$ cat config.mk
export PLATFORM = sky130hd
export DESIGN_NAME = push_pop_sequencer_flat
export DESIGN_NICKNAME = d
export VERILOG_FILES = /design/src/rtl/push_pop_sequencer_if.sv /design/src/rtl/push_pop_sequencer.sv /design/src/flat_wrapper.sv
export SDC_FILE = /design/constraint.sdc
export NUM_CORES = 1
export LEC_CHECK = 0
export ABC_AREA = 0
export CORE_UTILIZATION = 23
export CTS_BUF_LIST = sky130_fd_sc_hd__clkbuf_8
export CTS_CLUSTER_DIAMETER = 200
export DETAILED_ROUTE_END_ITERATION = 6
export MAX_ROUTING_LAYER = met4
export PLACE_DENSITY = 0.51
export SYNTH_ARGS = -nofsm -noshare
export SYNTH_HDL_FRONTEND = slang
export SYNTH_SLANG_ARGS = --single-unit
$ cat constraint.sdc
create_clock -name clk -period 22.7 [get_ports clk]
set_clock_uncertainty 0.1 [all_clocks]
set_input_delay 4.54 -clock clk [delete_from_list [all_inputs] [get_ports clk]]
set_output_delay 4.54 -clock clk [all_outputs]
set_load 0.03 [all_outputs]
$ cat src/rtl/push_pop_sequencer_if.sv
`default_nettype none
// ============================================================================
// Module   : push_pop_sequencer_if
// Brief    : Memory request/response bus between the PUSH/POP sequencer and
//            its data memory.
// Revision : 1.0
// ============================================================================
interface push_pop_sequencer_if #(
  parameter int ADDR_W = 32
);
  logic              mem_req;
  logic              mem_we;
  logic [ADDR_W-1:0] mem_addr;
  logic [31:0]       mem_wdata;
  logic              mem_ready;
  logic [31:0]       mem_rdata;

  modport master (
    output mem_req, mem_we, mem_addr, mem_wdata,
    input  mem_ready, mem_rdata
  );

  modport slave (
    input  mem_req, mem_we, mem_addr, mem_wdata,
    output mem_ready, mem_rdata
  );
endinterface
`default_nettype wire

$ cat src/rtl/push_pop_sequencer.sv
`default_nettype none
// ============================================================================
// Module   : push_pop_sequencer
// Brief    : Multi-register PUSH/POP engine: walks a register mask, moves each
//            slot between register file and memory, then updates SP.
// Revision : 1.0
// ============================================================================
module push_pop_sequencer #(
  parameter int ADDR_W = 32
) (
  input  wire logic        clk,
  input  wire logic        rst,
  input  wire logic        start,
  input  wire logic        op,
  input  wire logic [7:0]  reg_list,
  input  wire logic        extra,
  input  wire logic [31:0] sp_value,
  output logic [3:0]       rf_rd_select,
  input  wire logic [31:0] rf_rdata,
  output logic             rf_wr_en,
  output logic [3:0]       rf_wr_select,
  output logic [31:0]      rf_wr_data,
  output logic             rf_sp_write_en,
  output logic [31:0]      rf_sp_out,
  push_pop_sequencer_if.master mem,
  output logic             pc_load,
  output logic [31:0]      pc_out,
  output logic             busy,
  output logic             done
);

  typedef enum logic [2:0] {
    S_IDLE  = 3'd0,
    S_RD    = 3'd1,
    S_RWAIT = 3'd2,
    S_MEM   = 3'd3,
    S_WB    = 3'd4,
    S_SPUPD = 3'd5,
    S_DONE  = 3'd6
  } state_t;

  localparam logic [3:0] c_LR_SEL = 4'he;

  state_t            r_state;
  state_t            w_next;
  logic              r_op;
  logic [8:0]        r_mask;
  logic [ADDR_W-1:0] r_addr;
  logic [31:0]       r_data;
  logic [31:0]       r_sp_new;

  logic [3:0]        w_cnt;
  logic [31:0]       w_four_n;
  logic [31:0]       w_sp_new;
  logic [31:0]       w_base;
  logic [3:0]        w_slot;
  logic [8:0]        w_mask_next;
  logic              w_is_extra;
  logic [3:0]        w_reg_sel;

  // Slot count and address window, computed from the live inputs at start.
  always_comb begin
    w_cnt = 4'(extra);
    for (int i = 0; i < 8; i++) begin
      w_cnt = w_cnt + 4'(reg_list[i]);
    end
  end

  assign w_four_n = {26'd0, w_cnt, 2'b00};
  assign w_sp_new = op ? (sp_value + w_four_n) : (sp_value - w_four_n);
  assign w_base   = op ? sp_value : w_sp_new;

  // Bit 8 of the mask is the extra slot, so it is naturally served last.
  always_comb begin
    w_slot = 4'd0;
    for (int i = 8; i >= 0; i--) begin
      if (r_mask[i]) begin
        w_slot = 4'(i);
      end
    end
  end

  assign w_mask_next = r_mask & (r_mask - 9'd1);
  assign w_is_extra  = w_slot[3];
  assign w_reg_sel   = w_is_extra ? c_LR_SEL : {1'b0, w_slot[2:0]};

  always_ff @(posedge clk) begin
    if (rst) begin
      r_state  <= S_IDLE;
      r_op     <= 1'b0;
      r_mask   <= 9'd0;
      r_addr   <= '0;
      r_data   <= 32'd0;
      r_sp_new <= 32'd0;
    end else begin
      r_state <= w_next;
      if (r_state == S_IDLE && start) begin
        r_op     <= op;
        r_mask   <= {extra, reg_list};
        r_addr   <= ADDR_W'(w_base);
        r_sp_new <= w_sp_new;
      end
      if (r_state == S_RWAIT) begin
        r_data <= rf_rdata;
      end
      if (r_state == S_MEM && mem.mem_ready) begin
        if (r_op) begin
          r_data <= mem.mem_rdata;
        end else begin
          r_mask <= w_mask_next;
          r_addr <= r_addr + ADDR_W'(4);
        end
      end
      if (r_state == S_WB) begin
        r_mask <= w_mask_next;
        r_addr <= r_addr + ADDR_W'(4);
      end
    end
  end

  always_comb begin
    w_next         = r_state;
    busy           = (r_state != S_IDLE);
    done           = 1'b0;
    rf_rd_select   = 4'd0;
    rf_wr_en       = 1'b0;
    rf_wr_select   = 4'd0;
    rf_wr_data     = 32'd0;
    rf_sp_write_en = 1'b0;
    rf_sp_out      = 32'd0;
    pc_load        = 1'b0;
    pc_out         = 32'd0;
    mem.mem_req    = 1'b0;
    mem.mem_we     = 1'b0;
    mem.mem_addr   = '0;
    mem.mem_wdata  = 32'd0;

    case (r_state)
      S_IDLE: begin
        if (start) begin
          if (w_cnt == 4'd0) begin
            w_next = S_DONE;
          end else begin
            w_next = op ? S_MEM : S_RD;
          end
        end
      end
      S_RD: begin
        rf_rd_select = w_reg_sel;
        w_next       = S_RWAIT;
      end
      S_RWAIT: begin
        w_next = S_MEM;
      end
      S_MEM: begin
        mem.mem_req   = 1'b1;
        mem.mem_we    = ~r_op;
        mem.mem_addr  = r_addr;
        mem.mem_wdata = r_op ? 32'd0 : r_data;
        if (mem.mem_ready) begin
          if (r_op) begin
            w_next = S_WB;
          end else begin
            w_next = (w_mask_next == 9'd0) ? S_SPUPD : S_RD;
          end
        end
      end
      S_WB: begin
        if (w_is_extra) begin
          pc_load = 1'b1;
          pc_out  = r_data & 32'hFFFF_FFFE;
        end else begin
          rf_wr_en     = 1'b1;
          rf_wr_select = w_reg_sel;
          rf_wr_data   = r_data;
        end
        w_next = (w_mask_next == 9'd0) ? S_SPUPD : S_MEM;
      end
      S_SPUPD: begin
        rf_sp_write_en = 1'b1;
        rf_sp_out      = r_sp_new;
        w_next         = S_DONE;
      end
      S_DONE: begin
        done   = 1'b1;
        w_next = S_IDLE;
      end
      default: begin
        w_next = S_IDLE;
      end
    endcase
  end

endmodule
`default_nettype wire

$ cat src/flat_wrapper.sv
// flat-port wrapper written by rule: the top's interface ports become plain ports
module push_pop_sequencer_flat 
#(
  parameter int ADDR_W = 32
)
  (clk, rst, start, op, reg_list, extra, sp_value, rf_rd_select, rf_rdata, rf_wr_en, rf_wr_select, rf_wr_data, rf_sp_write_en, rf_sp_out, pc_load, pc_out, busy, done, mem_mem_req, mem_mem_we, mem_mem_addr, mem_mem_wdata, mem_mem_ready, mem_mem_rdata);
  push_pop_sequencer_if #(.ADDR_W(ADDR_W)) mem_i ();
  input  wire logic clk;
  input  wire logic rst;
  input  wire logic start;
  input  wire logic op;
  input  wire logic [7:0] reg_list;
  input  wire logic extra;
  input  wire logic [31:0] sp_value;
  output logic [3:0] rf_rd_select;
  input  wire logic [31:0] rf_rdata;
  output logic rf_wr_en;
  output logic [3:0] rf_wr_select;
  output logic [31:0] rf_wr_data;
  output logic rf_sp_write_en;
  output logic [31:0] rf_sp_out;
  output logic pc_load;
  output logic [31:0] pc_out;
  output logic busy;
  output logic done;
  output wire logic [$bits(mem_i.mem_req)-1:0] mem_mem_req;
  output wire logic [$bits(mem_i.mem_we)-1:0] mem_mem_we;
  output wire logic [$bits(mem_i.mem_addr)-1:0] mem_mem_addr;
  output wire logic [$bits(mem_i.mem_wdata)-1:0] mem_mem_wdata;
  input wire logic [$bits(mem_i.mem_ready)-1:0] mem_mem_ready;
  input wire logic [$bits(mem_i.mem_rdata)-1:0] mem_mem_rdata;
  assign mem_mem_req = mem_i.mem_req;
  assign mem_mem_we = mem_i.mem_we;
  assign mem_mem_addr = mem_i.mem_addr;
  assign mem_mem_wdata = mem_i.mem_wdata;
  assign mem_i.mem_ready = mem_mem_ready;
  assign mem_i.mem_rdata = mem_mem_rdata;
  push_pop_sequencer #(.ADDR_W(ADDR_W)) u_core (.clk(clk), .rst(rst), .start(start), .op(op), .reg_list(reg_list), .extra(extra), .sp_value(sp_value), .rf_rd_select(rf_rd_select), .rf_rdata(rf_rdata), .rf_wr_en(rf_wr_en), .rf_wr_select(rf_wr_select), .rf_wr_data(rf_wr_data), .rf_sp_write_en(rf_sp_write_en), .rf_sp_out(rf_sp_out), .mem(mem_i), .pc_load(pc_load), .pc_out(pc_out), .busy(busy), .done(done));
endmodule
# Word level (Yosys, flattened, before mapping)
# Index checks and enable logic that the tools add are counted.
# W data, S select, Z words.
word_totals:
  ff_bits: 109
  input_bits: 110
  output_inout_bits: 175
  elab_cells: 85
op_classes:
  n_addsub: 12
  n_eq_ne: 8
  muxes: 50
  n_bitwise: 2
  n_reduce_logical: 7
ops:
  columns: ["op", "n"]
  rows:
  - ["$mux W32", 17]
  - ["$mux W4", 13]
  - ["$mux W9", 4]
  - ["$add A32 B3 Y32 const B", 1]
  - ["$add A32 B6 Y32", 1]
  - ["$sub A32 B6 Y32", 1]
  - ["$add A4 B1 Y4", 7]
  - ["$mux W3", 6]
  - ["$pmux W3 S6", 1]
  - ["$and A9 B9 Y9", 1]
  - ["$eq A3 B3 Y1 const B", 3]
  - ["$logic_not A9 Y1", 1]
  - ["$sub A9 B1 Y9 const B", 1]
  - ["$mux W1", 8]
  - ["$eq A3 B2 Y1 const B", 2]
  - ["$logic_not A4 Y1", 1]
  - ["$ne A2 B2 Y1 const B", 2]
  - ["$eq A3 B1 Y1 const B", 1]
  - ["$logic_not A3 Y1", 1]
  - ["$reduce_bool A3 Y1", 1]
  - ["$add A1 B1 Y2", 1]
  - ["$logic_and A1 B1 Y1", 2]
  - ["$mux W2", 1]
  - ["$reduce_and A2 Y1", 1]
  - ["$not A1 Y1", 1]

# Logic depth before layout (Yosys ltp)
depth:
  ltp_word: 15
  mapped_depth: 24
  mapped_depth_nobuf: 24

# Worst setup path before layout
# OpenSTA, ideal clock, no wires.
synth_timing:
  path_type: "input-to-reg"
  start: "in reg_list[0]"
  end: "reg u_core.r_sp_new[26]"
  setup_time_ps: 79
  arrival_ps: 10183
  required_ps: 22521
  slack_ps: 12338
  stages: 24
  n_path_buf: 0
  cell_sequence: "ha_1 -> inv_1 -> fa_1 -> fa_1 -> fa_1 -> inv_1 -> ha_1 -> inv_1 -> fa_1 -> xnor2_1 -> and3_1 -> ha_1 -> nor2_1 -> a21oi_1 -> ha_1 -> a21oi_1 -> a21oi_1 -> a2111oi_4 -> nor3_2 -> a221o_1 -> or2_4 -> a21oi_2 -> xnor3_1 -> a211oi_2"
synth_between:
  elab_chain_len: 10
  word_cells_on_any_way: 11
  cone_classes: "add/sub (10); mux (1)"
synth_rtl:
  columns: ["item", "line", "rtl"]
  rows:
  - ["start, declared", "flat_wrapper.sv:12", "input wire logic [7:0] reg_list;"]
  - ["$add A1 B1 Y2 (*)", "push_pop_sequencer.sv:65", "w_cnt = w_cnt + 4'(reg_list[i]);"]
  - ["$add A4 B1 Y4 (*) (7 in a row)", "push_pop_sequencer.sv:65", null]
  - ["$sub A32 B6 Y32 or $add A32 B6 Y32 (tied branches)", "push_pop_sequencer.sv:70", "assign w_sp_new = op ? (sp_value + w_four_n) : (sp_value - w_four_n);"]
  - ["$mux W32 (*)", "push_pop_sequencer.sv:70", null]
  - ["end signal, assigned", "push_pop_sequencer.sv:101", "r_sp_new <= w_sp_new;"]
  - ["end, declared", "push_pop_sequencer.sv:50", "logic [31:0] r_sp_new;"]
# Every way passes the cells marked *; elsewhere a longest branch is shown, timed or not.
# A chain may end at the register's enable or synchronous reset.

# Worst setup path in the final report
# Same ends and word-level chain as after synthesis.

==> flow_metrics.tcl <==
set metrics [dict create \
    overflow 0 \
    power_density_nw_per_um2 86.26 \
    finalCoreUtilization_pct 32.00 \
    path_class "in -> reg" \
    setup_viol 0 \
    dp_hpwl_um 29440 \
    hold_buffers 0 \
    critPathMaxStageDelay_ns 0.71 \
    synthArstFlopShare_pct 0 \
    cts_made_buffers 9 \
    synth-seq-cells 109 \
    path_cells "clkdlybuf4s50_1, ha_1, inv_1, fa_1, fa_1, fa_1, inv_1, ha_1, inv_1, fa_1, xnor2_1, and3_1, a21oi_1, ha_1, and3_4, a2111oi_4, nor3_2, a221o_1, or2_4, a21oi_2, xnor3_1, a211oi_2" \
    synth_cells 1279 \
    synthFlopType "dfxtp_1" \
    cp.required_ns 22.94 \
    worst_pin_slew_ns 1.093 \
    avgSynthCellArea_um2 7.280 \
    hold_class "reg -> reg" \
    gp_congestion 0.8778 \
    syn2layout_area_growth_pct 36.86 \
    cts_root_buf "clkbuf_8" \
    vias_per_cell 4.988 \
    slew_viol_final 0 \
    fin_setup_tns_ns 0 \
    design.die.area_um2 41290 \
    diodes 0 \
    drc_errors 0 \
    io_buffers 282 \
    switchingPower_w 0.0005488 \
    yosys_warnings 0 \
    ios 285 \
    nets 1628 \
    antenna_found_initial 0 \
    die_y_um 203.2 \
    grt_start_max_net_pins 81 \
    leakagePower_nw 4.602 \
    pwr-share-clk_pct 12.7 \
    drive_gt1_share_pct 4.223 \
    post-route-period-util_pct 48.99 \
    cts_tree "done" \
    cpMostUsedCell "fa_1" \
    firstDrtPassIters 5 \
    grt_pass1_vias 9551 \
    fmax_mhz 89.92 \
    dr.first_iter.drc_count 715 \
    cp_slowest_cell "a21oi_1" \
    ctsResizeCount 0 \
    cp_max_fo 7 \
    comb_power_share_pct 58.4 \
    p_sw_share_pct 49.92 \
    numClockSinks 109 \
    clk_latency_ns 0.42 \
    num_vias 10060 \
    hold_viol 0 \
    worstPathArrival_ns 11.37 \
    synth_top_area_cell "dfxtp_1" \
    grt_pass1_wl_um 57040 \
    rsz0062_at_grt "no" \
    die_w_um 203.2 \
    start_util_pct 23.38 \
    cp-start-kind "primary input" \
    drtAntennaViolNets 0 \
    status "complete, no violations" \
    max_slew_margin_pct 27.04 \
    core_area_um2 39820 \
    htreeDepth 3 \
    internal_power_w 0.0005505 \
    synth_seq_area_share_pct 23.43 \
    wl_um 37900 \
    maxCapViolCount 0 \
    period_needed_ns 11.12 \
    core.rowCount 73 \
    cts_buffer_depth 2 \
    synth_edf_count 0 \
    end_kind "flip-flop" \
    synth.top_cell.area_share_pct 23.43 \
    cts_setup_buffers 0 \
    routedWlPerCell_um 18.79 \
    track_usage_pct 18.41 \
    ir_drop_mv 0.02743 \
    synthesis.area_um2 9311 \
    synthDistinctLibCells 77 \
    clk_pin_slew_ns 0.13 \
    seqPwrFrac_pct 28.9 \
    hold_ws_ns 0.3604 \
    synth_top_cells_by_area "dfxtp_1, and2_1, nor2_1" \
]
## power groups by stage
stage	Sequential [W]	Clock, W	Combinational [W]
floorplan	0.000290	0	0.000461
detailed placement	0.000323	0	0.000643
finish	0.000318	0.000140	0.000642
global placement	0.000322	0	0.000638
global route	0.000327	0.000152	0.000706
CTS	0.000318	0.000147	0.000646
## metrics by stage
| stage | std cells | cell area, µm² | setup slack, ns | power [W] |
|---|---|---|---|---|
| 2_1_floorplan | 1280 | 9315 | 12.34 | 0.0007510 |
| 3_3_place_gp | 2001 | 12520 | 11.34 | 0.0009600 |
| 3_5_place_dp | 2001 | 12520 | 11.18 | 0.0009655 |
| 4_1_cts | 2017 | 12740 | 11.61 | 0.001111 |
| 5_1_grt | 2017 | 12740 | 11.30 | 0.001185 |
| 6_report | 2017 | 12740 | 11.58 | 0.001099 |
## flip-flops by register name, summed over array words and instances (netlist names)
signal and flops:
u_core.r_data 32, u_core.r_addr 32, u_core.r_sp_new 32, u_core.r_mask 9, u_core.r_state 3, u_core.r_op 1
## area by class of cell
type | instances | area (µm²)
clock inverters | 7 | 97.59
well taps | 525 | 656.9
inverters | 33 | 123.9
flip-flops and latches | 109 | 2182
clock buffers | 9 | 123.9
multi-input cells | 1038 | 6634
fillers | 4341 | 27080
repair buffers | 296 | 2925
## final timing paths
path	cells past startpoint	start	end	slack (ns)
min reg2reg	2	u_core.r_sp_new[10]	u_core.r_sp_new[10]	0.36
max	22	reg_list[0]	u_core.r_sp_new[26]	11.58
min	2	u_core.r_sp_new[10]	u_core.r_sp_new[10]	0.36
max reg2reg	9	u_core.r_state[1]	u_core.r_addr[15]	19.34
## synthesized netlist by cell type, drive strengths merged, types with 4 or more instances
| master | count |
|---|---|
| or2 | 6 |
| nor4 | 6 |
| a311oi | 7 |
| nand3 | 38 |
| o21bai | 7 |
| dfxtp | 109 |
| nand4b | 4 |
| o2111ai | 6 |
| nand2 | 109 |
| ha | 25 |
| o22ai | 9 |
| a31o | 4 |
| a211oi | 57 |
| a21oi | 84 |
| buf | 17 |
| mux2i | 48 |
| xnor2 | 38 |
| xor2 | 15 |
| nor2 | 149 |
| inv | 33 |
| a2111oi | 4 |
| a21boi | 5 |
| maj3 | 11 |
| and2 | 167 |
| a31oi | 13 |
| o21ai | 63 |
| a21o | 8 |
| or3 | 10 |
| clkbuf | 83 |
| nand4 | 13 |
| nor3 | 28 |
| a221oi | 8 |
| a22oi | 12 |
| and3 | 17 |
| or4 | 4 |
| nand3b | 6 |
| fa | 6 |
| o31ai | 6 |
| o211ai | 6 |
## metal layers
layer / vias to the layer above / share of wire, % / global-route usage, %
met5: - / 0 / -
met1: 4735 / 45 / 23.39
met3: 37 / 5.2 / 2.365
li1: 4939 / - / -
met2: 350 / 48 / 30.57
met4: 0 / 1.8 / 4.968
## cell families after synthesis
family,synth area share [%]
and+or+nand+nor,31.15
AOI/OAI and AO/OA,23.07
buffers and inverters,5.845
DFF,23.43
xor gates and xnor gates,5.227
muxes,5.402
adders and majority gates,5.832
other,0.04027
## worst max-delay path: cells and delay by family
kind            cells  cell delay, ns
fa+ha+maj           7            2.87
compound gates      5            2.03
simple gates        4            0.85
buf+inv             4            0.63
xor+xnor            2            0.44
## cell usage in the layout (no fill, tap or decap), types with 32 or more instances in the layout
cell type / netlist / final
nor2_1: 149 / 145
o21ai_0: 52 / 52
dfxtp_1: 109 / 109
inv_1: 32 / 32
a211oi_1: 55 / 55
a21oi_1: 81 / 81
mux2i_1: 48 / 48
xnor2_1: 38 / 38
clkdlybuf4s50_1: 0 / 281
nand3_1: 38 / 37
and2_1: 167 / 167
nand2_1: 109 / 109
(Power assumes the default switching activity.)
